<file path="config.mk">
export PLATFORM = sky130hd
export DESIGN_NAME = mldsa_ahb_loader_flat
export DESIGN_NICKNAME = d
export VERILOG_FILES = /design/src/rtl/mldsa_ahb_loader_if.sv /design/src/rtl/mldsa_ahb_loader.sv /design/src/flat_wrapper.sv
export SDC_FILE = /design/constraint.sdc
export NUM_CORES = 1
export LEC_CHECK = 0
export CORE_ASPECT_RATIO = 1.4
export CORE_MARGIN = 1
export CORE_UTILIZATION = 44
export CTS_CLUSTER_DIAMETER = 80
export CTS_CLUSTER_SIZE = 24
export DETAILED_ROUTE_END_ITERATION = 10
export PLACE_DENSITY_LB_ADDON = 0.08
export SYNTH_ARGS = -nofsm -noshare
export SYNTH_HDL_FRONTEND = slang
export SYNTH_SLANG_ARGS = --single-unit
</file>
<file path="constraint.sdc">
create_clock -name clk -period 3.74 [get_ports clk]
set_clock_uncertainty 0.05 [all_clocks]
set_input_delay 0.748 -clock clk [delete_from_list [all_inputs] [get_ports clk]]
set_output_delay 0.748 -clock clk [all_outputs]
set_load 0.02 [all_outputs]
</file>
<file path="src/rtl/mldsa_ahb_loader_if.sv">
// mldsa_ahb_loader_if: AHB-lite bus bundle between the loader (master) and the mldsa slave port
interface mldsa_ahb_loader_if #(
    parameter int AHB_ADDR_WIDTH = 32,
    parameter int AHB_DATA_WIDTH = 64
);
    logic [AHB_ADDR_WIDTH-1:0] haddr_o;
    logic [AHB_DATA_WIDTH-1:0] hwdata_o;
    logic hsel_o;
    logic hwrite_o;
    logic [1:0] htrans_o;
    logic [2:0] hsize_o;
    logic hready_o;
    logic [AHB_DATA_WIDTH-1:0] hrdata_i;
    logic hreadyout_i;
    logic hresp_i;
    modport master (
        output haddr_o, hwdata_o, hsel_o, hwrite_o, htrans_o, hsize_o, hready_o,
        input  hrdata_i, hreadyout_i, hresp_i
    );
    modport slave (
        input  haddr_o, hwdata_o, hsel_o, hwrite_o, htrans_o, hsize_o, hready_o,
        output hrdata_i, hreadyout_i, hresp_i
    );
endinterface

</file>
<file path="src/rtl/mldsa_ahb_loader.sv">
// mldsa_ahb_loader: AHB-lite master that streams a word block, writes a command and polls STATUS
module mldsa_ahb_loader #(
    parameter int AHB_ADDR_WIDTH = 32,
    parameter int AHB_DATA_WIDTH = 64,
    parameter logic [AHB_ADDR_WIDTH-1:0] CTRL_ADDR = 'h10,
    parameter logic [AHB_ADDR_WIDTH-1:0] STATUS_ADDR = 'h18,
    parameter int STATUS_VALID_BIT = 1,
    parameter int CNT_W = 12,
    parameter int POLL_MAX = 1000
) (
    input  logic clk,
    input  logic rst_b,
    input  logic start_i,
    input  logic [AHB_ADDR_WIDTH-1:0] base_addr_i,
    input  logic [CNT_W-1:0] word_cnt_i,
    input  logic [31:0] cmd_i,
    input  logic data_valid_i,
    input  logic [31:0] data_i,
    output logic data_ready_o,
    output logic busy_o,
    output logic done_o,
    output logic error_o,
    output logic [CNT_W-1:0] words_written_o,
    mldsa_ahb_loader_if.master ahb
);
    localparam int PW = $clog2(POLL_MAX + 1);
    typedef enum logic [3:0] {
        IDLE, LD_WAIT, LD_ADDR, LD_DATA, CMD_ADDR, CMD_DATA, POLL_ADDR, POLL_DATA, DONE, ERR
    } state_t;
    state_t state, state_nxt;
    logic [AHB_ADDR_WIDTH-1:0] addr;
    logic [CNT_W-1:0] word_cnt;
    logic [31:0] cmd, word, wword, status;
    logic [PW-1:0] poll_cnt;
    logic is_addr, is_wdata, xfer_ok, last_word, status_valid, poll_exhausted;
    assign is_addr = state inside {LD_ADDR, CMD_ADDR, POLL_ADDR};
    assign is_wdata = state inside {LD_DATA, CMD_DATA};
    assign xfer_ok = ahb.hreadyout_i && !ahb.hresp_i;
    assign last_word = words_written_o + 1'b1 == word_cnt;
    assign status = STATUS_ADDR[2] ? ahb.hrdata_i[63:32] : ahb.hrdata_i[31:0];
    assign status_valid = status[STATUS_VALID_BIT];
    assign poll_exhausted = poll_cnt + 1'b1 == PW'(POLL_MAX);
    assign wword = state == CMD_DATA ? cmd : word;
    assign ahb.hsel_o = is_addr || is_wdata || state == POLL_DATA;
    assign ahb.htrans_o = is_addr ? 2'b10 : 2'b00;
    assign ahb.hwrite_o = state == LD_ADDR || state == CMD_ADDR;
    assign ahb.haddr_o = addr;
    assign ahb.hwdata_o = is_wdata ? (addr[2] ? {wword, 32'h0} : {32'h0, wword}) : '0;
    assign ahb.hsize_o = 3'b010;
    assign ahb.hready_o = ahb.hreadyout_i;
    assign data_ready_o = state == LD_WAIT;
    assign busy_o = state != IDLE;
    assign done_o = state == DONE;
    // State register
    always_ff @(posedge clk or negedge rst_b)
        if (!rst_b) state <= IDLE;
        else state <= state_nxt;
    // Next state; a data phase ends on the first ready cycle and an error response wins over everything
    always_comb begin
        state_nxt = state;
        unique case (state)
            IDLE:      if (start_i) state_nxt = word_cnt_i != '0 ? LD_WAIT : CMD_ADDR;
            LD_WAIT:   if (data_valid_i) state_nxt = LD_ADDR;
            LD_ADDR:   state_nxt = LD_DATA;
            LD_DATA:   if (ahb.hreadyout_i) state_nxt = ahb.hresp_i ? ERR : last_word ? CMD_ADDR : LD_WAIT;
            CMD_ADDR:  state_nxt = CMD_DATA;
            CMD_DATA:  if (ahb.hreadyout_i) state_nxt = ahb.hresp_i ? ERR : POLL_ADDR;
            POLL_ADDR: state_nxt = POLL_DATA;
            POLL_DATA: if (ahb.hreadyout_i)
                state_nxt = ahb.hresp_i ? ERR : status_valid ? DONE : poll_exhausted ? ERR : POLL_ADDR;
            DONE, ERR: state_nxt = IDLE;
            default:   state_nxt = IDLE;
        endcase
    end
    // Job parameters, load word, address/word/poll counters and the sticky error flag
    always_ff @(posedge clk or negedge rst_b)
        if (!rst_b) begin
            addr <= '0;
            word_cnt <= '0;
            cmd <= '0;
            word <= '0;
            words_written_o <= '0;
            poll_cnt <= '0;
            error_o <= 1'b0;
        end else begin
            if (state == IDLE && start_i) begin
                addr <= word_cnt_i != '0 ? base_addr_i : CTRL_ADDR;
                word_cnt <= word_cnt_i;
                cmd <= cmd_i;
                words_written_o <= '0;
                poll_cnt <= '0;
                error_o <= 1'b0;
            end
            if (state == LD_WAIT && data_valid_i) word <= data_i;
            if (state == LD_DATA && xfer_ok) begin
                words_written_o <= words_written_o + 1'b1;
                addr <= last_word ? CTRL_ADDR : addr + AHB_ADDR_WIDTH'(4);
            end
            if (state == CMD_DATA && xfer_ok) addr <= STATUS_ADDR;
            if (state == POLL_DATA && xfer_ok && !status_valid) poll_cnt <= poll_cnt + 1'b1;
            if (state_nxt == ERR) error_o <= 1'b1;
        end
endmodule

</file>
<file path="src/flat_wrapper.sv">
// flat-port wrapper written by rule: the top's interface ports become plain ports
module mldsa_ahb_loader_flat 
#(
    parameter int AHB_ADDR_WIDTH = 32,
    parameter int AHB_DATA_WIDTH = 64,
    parameter logic [AHB_ADDR_WIDTH-1:0] CTRL_ADDR = 'h10,
    parameter logic [AHB_ADDR_WIDTH-1:0] STATUS_ADDR = 'h18,
    parameter int STATUS_VALID_BIT = 1,
    parameter int CNT_W = 12,
    parameter int POLL_MAX = 1000
)
  (clk, rst_b, start_i, base_addr_i, word_cnt_i, cmd_i, data_valid_i, data_i, data_ready_o, busy_o, done_o, error_o, words_written_o, ahb_haddr_o, ahb_hwdata_o, ahb_hsel_o, ahb_hwrite_o, ahb_htrans_o, ahb_hsize_o, ahb_hready_o, ahb_hrdata_i, ahb_hreadyout_i, ahb_hresp_i);
  mldsa_ahb_loader_if #(.AHB_ADDR_WIDTH(AHB_ADDR_WIDTH), .AHB_DATA_WIDTH(AHB_DATA_WIDTH)) ahb_i ();
  input  logic clk;
  input  logic rst_b;
  input  logic start_i;
  input  logic [AHB_ADDR_WIDTH-1:0] base_addr_i;
  input  logic [CNT_W-1:0] word_cnt_i;
  input  logic [31:0] cmd_i;
  input  logic data_valid_i;
  input  logic [31:0] data_i;
  output logic data_ready_o;
  output logic busy_o;
  output logic done_o;
  output logic error_o;
  output logic [CNT_W-1:0] words_written_o;
  output wire logic [$bits(ahb_i.haddr_o)-1:0] ahb_haddr_o;
  output wire logic [$bits(ahb_i.hwdata_o)-1:0] ahb_hwdata_o;
  output wire logic [$bits(ahb_i.hsel_o)-1:0] ahb_hsel_o;
  output wire logic [$bits(ahb_i.hwrite_o)-1:0] ahb_hwrite_o;
  output wire logic [$bits(ahb_i.htrans_o)-1:0] ahb_htrans_o;
  output wire logic [$bits(ahb_i.hsize_o)-1:0] ahb_hsize_o;
  output wire logic [$bits(ahb_i.hready_o)-1:0] ahb_hready_o;
  input wire logic [$bits(ahb_i.hrdata_i)-1:0] ahb_hrdata_i;
  input wire logic [$bits(ahb_i.hreadyout_i)-1:0] ahb_hreadyout_i;
  input wire logic [$bits(ahb_i.hresp_i)-1:0] ahb_hresp_i;
  assign ahb_haddr_o = ahb_i.haddr_o;
  assign ahb_hwdata_o = ahb_i.hwdata_o;
  assign ahb_hsel_o = ahb_i.hsel_o;
  assign ahb_hwrite_o = ahb_i.hwrite_o;
  assign ahb_htrans_o = ahb_i.htrans_o;
  assign ahb_hsize_o = ahb_i.hsize_o;
  assign ahb_hready_o = ahb_i.hready_o;
  assign ahb_i.hrdata_i = ahb_hrdata_i;
  assign ahb_i.hreadyout_i = ahb_hreadyout_i;
  assign ahb_i.hresp_i = ahb_hresp_i;
  mldsa_ahb_loader #(.AHB_ADDR_WIDTH(AHB_ADDR_WIDTH), .AHB_DATA_WIDTH(AHB_DATA_WIDTH), .CTRL_ADDR(CTRL_ADDR), .STATUS_ADDR(STATUS_ADDR), .STATUS_VALID_BIT(STATUS_VALID_BIT), .CNT_W(CNT_W), .POLL_MAX(POLL_MAX)) u_core (.clk(clk), .rst_b(rst_b), .start_i(start_i), .base_addr_i(base_addr_i), .word_cnt_i(word_cnt_i), .cmd_i(cmd_i), .data_valid_i(data_valid_i), .data_i(data_i), .data_ready_o(data_ready_o), .busy_o(busy_o), .done_o(done_o), .error_o(error_o), .words_written_o(words_written_o), .ahb(ahb_i));
endmodule
</file>
==> flow_metrics.tcl <==
set metrics [dict create \
    drtIter0Drc 571 \
    synth_edf_count 0 \
    area_delta_synth_final_pct 41.3 \
    reg2reg_depth 9 \
    worst_slew_pin_slew_ps 909 \
    r2r_end "u_core.ahb.haddr_o[7]$_DFFE_PN0P_" \
    wl_per_cell_um 16.6 \
    multiInputGateArea_mm2 0.00390 \
    startpoint_type "flop" \
    grt_pass1_vias 6958 \
    syn_area_mm2 0.00760 \
    drive_gt1_share_pct 8.30 \
    avgSynthCellArea_um2 8.56 \
    initial_core_util_pct 45.2 \
    setup_slack_ps 230 \
    overflow 0 \
    async_flop_share_pct 100 \
    grt_pass1_wl_um 35200 \
    rows 56 \
    setup_violations 0 \
    cts_tree "built" \
    post-route-drc-count 0 \
    hold_slack_ps 254 \
    slew_headroom_pct 37.9 \
    postSynthCellCount 888 \
    firstDrtPassIters 5 \
    numCtsBuffers 17 \
    yosys_warnings 0 \
    arrival_ps 2710 \
    period_minus_slack_ps 3510 \
    dr_wl_met3_um 1430 \
    yosysUniqueCellTypes 60 \
    io_pins 298 \
    synth_area_leaders "dfrtp_1 (44%), nand2_1 (9.8%), nor2_1 (5.0%)" \
    yosysMostFrequentCell "nand2_1" \
    grtUsageTotal_pct 25.2 \
    clkTransAtPathRegs_ps 60 \
    die_x_um 113 \
    n_antenna_cell 0 \
    core_mm2 0.0168 \
    cts_setup_buffers 0 \
    cts_resized 0 \
    met2_wirelength_um 11000 \
    fin_setup_tns_ps 0 \
    final_util_pct 63.9 \
    post_layout_nonfiller_instances 1312 \
    cap_viol_max_count 0 \
    ir_worst_vdd_mv 0.386 \
    finalMaxSlewViolations 0 \
    r2r_slack_ps 720 \
    yosys.area.top_type "dfrtp_1" \
    placed_cells 1280 \
    num-fill-cells 1450 \
    ys_seq_area_share_pct 44.5 \
    clk_latency_ps 420 \
    vias 7158 \
    outcome "finished, final reports clean" \
    synthTopCellsByCount "nand2_1 (199), dfrtp_1 (135), nor2_1 (102)" \
    dp_slack_ps 649 \
    final_nets 1277 \
    power_mw 7.83 \
    power_density_mw_per_mm2 729 \
    topRoutingLayerUsed "met4" \
    register_area_mm2 0.00338 \
    wl_met1_um 9050 \
    die_h_um 157 \
    wl_um 21800 \
    grt_max_degree 69 \
    required_ps 2940 \
    gp_congestion 0.860 \
    cts-root-buf "clkbuf_16" \
    antenna_found_initial 0 \
    place_hpwl_um 15400 \
    ant_nets 0 \
    ctsHtreeMaxLevel 4 \
    startpoint "u_core.state[2]$_DFF_PN0_" \
    synth-seq-cells 135 \
    rsz0062_at_grt "no" \
    fin_crit_sh_pct 93.9 \
    end_kind "output pin" \
    routed_via_density 5.46 \
    hold_violations 0 \
    leakage_nw 4.55 \
    ys.flop_type "dfrtp_1" \
    worstPathMaxFanout 12 \
    fmax_mhz 285 \
    r2r_start "u_core.words_written_o[0]$_DFFE_PN0P_" \
    port_buffers 230 \
    hold_buffers 0 \
    place_area_mm2 0.0100 \
    cts.sinks 135 \
    die_area_mm2 0.0178 \
    worst_hold_path_type "in2async" \
    final_area_mm2 0.0107 \
    clk_path_buf_depth 2 \
    yosysTopAreaCellShare_pct 44.5 \
    crit_type "reg2out" \
]
-- layout by cell type (no fill, tap or decap), types with 4 or more instances in the layout --
master,count
a21o_1,6
a21oi_1,11
a22o_1,4
a22oi_1,12
a31oi_1,18
and2_1,8
and3_1,14
and4_1,5
buf_4,16
bufinv_16,7
clkbuf_16,17
clkdlybuf4s50_1,229
conb_1,4
dfrtp_1,135
inv_1,14
mux2_2,32
mux2i_1,32
nand2_1,199
nand2b_1,7
nand3_1,24
nand4_1,14
nor2_1,101
nor2b_1,4
nor3_1,18
nor4_1,9
o21ai_0,53
o21ai_1,15
o31a_1,9
o31ai_1,9
o41ai_1,8
or3_1,6
xnor2_1,8
xor2_1,10
-- where the power goes --
group          total, mW  internal (mW)  switching, mW
Sequential          2.59           2.06          0.528
Combinational       3.23           1.49           1.74
Clock               2.01           1.37          0.638
Total               7.83           4.92           2.91
-- sequential cells by signal (all words and copies together) (netlist names) --
register	flops
u_core.ahb.haddr_o	32
u_core.state	4
u_core.word	32
u_core.word_cnt	12
u_core.poll_cnt	10
u_core.words_written_o	12
u_core.error_o	1
u_core.cmd	32
-- how the worst max path moves through the flow --
stage,endpoint,cells past startpoint,slack [ps]
after floorplan,ahb_hwdata_o[10],7,810
final,ahb_hwdata_o[17],6,230
after global placement,ahb_hwdata_o[0],6,660
after CTS,ahb_hwdata_o[7],6,170
after detailed placement,ahb_hwdata_o[21],6,650
after global routing,ahb_hwdata_o[30],6,50
-- cell type report --
class / count / area share (%)
well taps: 203 / 2.37
clock inverters: 11 / 2.26
multi-input cells: 681 / 36.3
clock buffers: 21 / 4.38
inverters: 14 / 0.489
flip-flops and latches: 135 / 31.5
repair buffers: 247 / 22.8
-- critical path, cell delays in order, from the launching register on --
cell             delay, ps
dfrtp_1                540
nor2b_1                280
nor2b_4                230
buf_4                  270
mux2i_1                340
nor2_1                  90
clkdlybuf4s50_1        540
-- logic make-up after synthesis --
| kind of cell | Yosys count | share of synthesized area [%] |
|---|---|---|
| other cells | 2 | 0.0988 |
| fa+ha+maj | 3 | 0.494 |
| mux | 64 | 8.96 |
| flops | 135 | 44.5 |
| compound gates | 166 | 14.3 |
| xor+xnor | 18 | 2.07 |
| buf+inv | 74 | 4.63 |
| simple gates | 426 | 25.0 |
-- metal layers --
metal | track usage [%] | vias up
li1 | - | 3512
met1 | 30.2 | 3374
met2 | 44.1 | 248
met3 | 6.47 | 24
met4 | 7.71 | 0
met5 | 0 | -
(Power assumes the default switching activity.)
